**src/rtl/ifte_demux.sv**
```systemverilog
// Two-way stream demultiplexer: each accepted word is queued on the "then" (t)
// or "else" (e) branch FIFO, chosen by its select bit.
module ifte_demux #(
  parameter int WIDTH = 8,
  parameter int DEPTH = 2
) (
  input  logic             clk,
  input  logic             rst_n,
  input  logic             i,
  input  logic [WIDTH-1:0] in_data,
  input  logic             in_valid,
  output logic             in_ready,
  output logic [WIDTH-1:0] t_data,
  output logic             t_valid,
  input  logic             t_ready,
  output logic [WIDTH-1:0] e_data,
  output logic             e_valid,
  input  logic             e_ready
);

  localparam int AW    = (DEPTH > 1) ? $clog2(DEPTH) : 1;
  localparam int CW    = $clog2(DEPTH) + 1;
  localparam int SLOTS = 1 << AW;

  // Branch index 1 is the t FIFO, index 0 is the e FIFO.
  logic [1:0]       push;
  logic [1:0]       pop;
  logic [1:0]       full;
  logic [1:0]       valid;
  logic [1:0]       out_ready;
  logic [WIDTH-1:0] head [2];
  logic             accept;

  function automatic logic [AW-1:0] bump(input logic [AW-1:0] p);
    return (p == AW'(DEPTH - 1)) ? '0 : p + 1'b1;
  endfunction

  // Ready depends only on the select bit and registered fullness, never on a consumer ready.
  assign in_ready  = i ? !full[1] : !full[0];
  assign accept    = in_valid && in_ready;
  assign out_ready = {t_ready, e_ready};

  for (genvar b = 0; b < 2; b++) begin : g_fifo
    logic [WIDTH-1:0] mem [SLOTS];
    logic [AW-1:0]    rd_ptr;
    logic [AW-1:0]    wr_ptr;
    logic [CW-1:0]    count;

    assign push[b]  = accept && ((b == 1) ? i : !i);
    assign pop[b]   = valid[b] && out_ready[b];
    assign full[b]  = (count == CW'(DEPTH));
    assign valid[b] = (count != '0);
    assign head[b]  = mem[rd_ptr];

    always_ff @(posedge clk or negedge rst_n) begin
      if (!rst_n) begin
        rd_ptr <= '0;
        wr_ptr <= '0;
        count  <= '0;
      end else begin
        if (push[b]) wr_ptr <= bump(wr_ptr);
        if (pop[b])  rd_ptr <= bump(rd_ptr);
        if (push[b] && !pop[b])      count <= count + 1'b1;
        else if (pop[b] && !push[b]) count <= count - 1'b1;
      end
    end

    // Storage needs no reset: a slot is only read after it has been written.
    always_ff @(posedge clk) begin
      if (push[b]) mem[wr_ptr] <= in_data;
    end
  end

  assign t_data  = head[1];
  assign t_valid = valid[1];
  assign e_data  = head[0];
  assign e_valid = valid[0];

endmodule

```
**config.mk**
```make
export PLATFORM = sky130hd
export DESIGN_NAME = ifte_demux
export DESIGN_NICKNAME = d
export VERILOG_FILES = /design/src/rtl/ifte_demux.sv
export SDC_FILE = /design/constraint.sdc
export NUM_CORES = 1
export LEC_CHECK = 0
export CORE_AREA = 5 5 71 73
export CTS_CLUSTER_SIZE = 24
export DETAILED_ROUTE_END_ITERATION = 7
export DIE_AREA = 0 0 76 78
export PLACE_DENSITY_LB_ADDON = 0.3
export SLEW_MARGIN = 20
export SYNTH_ARGS = -nofsm -noshare
export SYNTH_HDL_FRONTEND = slang
export SYNTH_SLANG_ARGS = --single-unit
```
**constraint.sdc**
```tcl
create_clock -name clk -period 3.7 [get_ports clk]
set_input_delay 1.11 -clock clk [delete_from_list [all_inputs] [get_ports clk]]
set_output_delay 1.11 -clock clk [all_outputs]
set_load 0.01 [all_outputs]
```
# Yosys cells after proc, flatten, opt, wreduce, memory -nomap -nowiden
# Memory sizes are Yosys's and may differ from the RTL's.
# Index checks and enable logic that the tools add are counted.
# word_totals
ff_bits	8
ram_bits	32
in_bits	14
output_inout_bits	19
elab_cells	51
memories	2
# op_classes
n_addsub	8
n_eq_ne	2
mux	13
n_reduce_logical	20
# mem_list
memory	depth	word_bits	rd	rd_clocked_by_memory_dff	write_ports	line	rtl
g_fifo[0].mem	2	8	1	0	1	44	logic [WIDTH-1:0] mem [SLOTS];
g_fifo[1].mem	2	8	1	0	1	44	
# ops
op	n
1-bit logical AND	9
1-bit 2-to-1 mux	9
2-bit 2-to-1 mux	4
2-bit nonzero test	4
1-bit zero test	7
1-bit adder (second input constant)	4
2-bit by 1-bit adder with 2-bit output (second input constant)	2
2-bit equality test (second input constant)	2
2-bit by 1-bit subtractor with 2-bit output (second input constant)	2

# Logic depth before layout (Yosys ltp)
# logic_depth
ltp_word	9
mapped_depth	7
depth_no_buf	7

# Least setup slack after synthesis
# Ideal clock, no wire load.
# synth_timing
path_type	input to output
start	in i
end	out in_ready
arrival_time_ps	1445
required_ps	2590
path_slack_ps	1145
cell_stages	1
path_buffers	0
cell_sequence	mux2_2
# synth_via
elab_chain_cells	1
# synth_rtl
element	line	rtl
start, declared	9	input logic i,
1-bit 2-to-1 mux	39	assign in_ready = i ? !full[1] : !full[0];
end, declared	12	output logic in_ready,
# No other way between the ends.

# Final worst setup path
# Same ends and word-level chain as after synthesis.

==> results.txt <==
Die Span Y -> 78 um
most common cell in the synthesized netlist -> edfxtp_1
final hold vios -> 0
LEAKAGE -> 0.727 nW
FF+latch count, synth -> 40
Post-synth EDFFs -> 32
post-route ant nets -> 0
largest net degree at the start of global routing -> 12
critical path class -> input port to output port
Post-DP HPWL -> 1.94 mm
Synth area leader -> edfxtp_1
Sink Count -> 40
number of distinct library cells after synthesis -> 17
Worst-Margin Slew -> 0.797 ns
clock root buffer -> clkbuf_8
Hold-fix buffers, CTS -> 0
share of layout cells above drive strength 1 -> 0.218
Fillers -> 367
first drt pass iteration count -> 2
Top cell by count, worst path -> clkdlybuf4s50_1
die area -> 0.00593 mm2
min Tclk post-route -> 3.52 ns
crit-path leading delay family -> buffers and inverters
vias per cell -> 4.58
Post-Route WL -> 2.74 mm
ant diodes -> 0
post-cts repair resize count -> 0
# Post-CTS Setup Buffers -> 0
IO buf count -> 32
core box area -> 0.00429 mm2
Synth top area share -> 0.611
Routed WL per cell -> 15.6 um
peak per-stage delay on the critical path -> 0.49 ns
clock skew -> 0.00336 ns
Clock Pin Slew Worst Setup and Hold Paths -> 0.07 ns
Max-Cap Viols -> 0
Syn. warnings -> 0
Worst setup EP type -> output port
Area Growth Syn to Fin -> 29.6%
Syn Nets -> 102
Synth area leaders -> edfxtp_1, dfrtp_1, mux2_2
# setup viols final -> 0
maximum vdd drop -> 0.000269 V
syn_area_per_cell -> 18.3 um2
Rows -> 24
DRC -> 0
Async SR Flop Fraction -> 0.200
antenna violations before repair -> 0
RSZ-0062 raised after global routing -> false
Overall Power -> 0.00143 W
vias in the first global route -> 906
Worst Path Max Fanout -> 3
HP Class -> register to register
Starting Density -> 0.366
WP buf/inv -> 2
fin. max-slew vios -> 0
DR vias -> 806
global-route wire length before repair -> 4.49 mm
CTS tree -> done
grt ovf -> 0
dominant synthesized flop cell -> edfxtp_1
Post-Syn Instances -> 86
fin nets -> 139
worst skew pair latency -> 0.28 ns
Die W -> 76 um
Iteration-0 DRC Markers -> 16
pwr dens -> 703 mW/mm2
critical path's slowest cell -> clkdlybuf4s50_1
status -> complete, no violations
Arr. time, crit path -> 2.41 ns
Critical Path RT -> 2.59 ns
startpoint types -> input port
Max-slew headroom -> 0.467
global-route usage over all layers -> 0.101
Ports -> 33
H-tree levels -> 2
Total Neg Setup Slack -> 0 ns
worst-path cell chain -> clkdlybuf4s50_1, mux2_2, clkdlybuf4s50_1
clock tree buffer depth -> 2
Synth Cell Area -> 0.00157 mm2
Finished Core Util -> 0.475
register area share after synthesis -> 0.738
period utilization -> 0.953
max frequency -> 284 MHz
commonest cells in the synthesized netlist -> edfxtp_1, mux2_2, dfrtp_1, xnor2_1, xor2_1
Inserted Clock Buffers -> 5
gpl congestion -> 0.701
==> cells by family (layout without fill, tap and decap cells) <==
kind of cell,after synthesis,count (layout),synth area share
adders and majority gates,2,2,0.0159
xor gates and xnor gates,10,10,0.0605
muxes,17,17,0.122
buffers and inverters,3,41,0.00875
and+or+nand+nor,14,14,0.0549
DFF,40,40,0.738
==> report_power, final <==
group / switching [W] / internal, W / total [W]
combinational: 0.000184 / 0.000293 / 0.000476
clock: 0.000133 / 0.000152 / 0.000285
sequential: 0.0000877 / 0.000584 / 0.000672
total: 0.000405 / 0.00103 / 0.00143
==> metrics by stage <==
stage / setup slack [ns] / hold slack, ns / cells / cell area [um2]
3_3_place_gp: 0.180 / 0.474 / 168 / 1950
2_1_floorplan: 1.14 / 0.456 / 86 / 1570
6_report: 0.175 / 0.496 / 176 / 2040
5_1_grt: 0.140 / 0.507 / 176 / 2040
3_5_place_dp: 0.177 / 0.482 / 168 / 1950
4_1_cts: 0.171 / 0.497 / 176 / 2040
==> metal layers <==
metal / GRT usage / vias to the layer above / wire, um
met2: 0.176 / 26 / 1400
met4: 0.0320 / 0 / 37
li1: - / 387 / -
met1: 0.111 / 387 / 1130
met5: 0 / - / 0
met3: 0.0428 / 6 / 171
==> cells in the final DEF, fill, tap and decap left out <==
master           instances
ha_1                     2
nand2b_1                 2
clkdlybuf4s50_1         32
and3_4                   1
clkbuf_8                 6
dfrtp_1                  8
clkbuf_1                 2
nor2_1                   3
edfxtp_1                32
nand2_1                  2
xor2_2                   1
xnor2_1                  5
xor2_1                   4
inv_2                    1
and2_1                   2
or2_1                    2
and2b_1                  1
nand3b_2                 1
mux2_2                  17
==> registers in the layout, indices dropped and copies added, names as in the netlist <==
name and count:
g_fifo.mem 32, g_fifo.rd_ptr 2, g_fifo.wr_ptr 2, g_fifo.count 4
==> final timing paths <==
kind / startpoint / end / slack [ns] / cells after the start
setup reg to reg: g_fifo[0].count[0] / g_fifo[0].mem[0][5] / 2.02 / 3
max in group asynchronous: rst_n / g_fifo[0].count[1] / 2.33 / 1
min in group asynchronous: rst_n / g_fifo[1].count[0] / 1.10 / 1
hold reg to reg: g_fifo[1].count[1] / g_fifo[1].count[1] / 0.50 / 1
setup / recovery: i / in_ready / 0.18 / 3
hold / removal: g_fifo[1].count[1] / g_fifo[1].count[1] / 0.50 / 1
==> layout make-up <==
| type | instances | area [um2] | area share |
|---|---|---|---|
| Sequential cell | 40 | 1160 | 0.570 |
| Multi-Input combinational cell | 43 | 398 | 0.195 |
| Timing Repair Buffer | 32 | 320 | 0.157 |
| Clock buffer | 8 | 90.1 | 0.0442 |
| Tap cell | 52 | 65.1 | 0.0319 |
| Inverter | 1 | 3.75 | 0.00184 |
(Power assumes the default switching activity.)
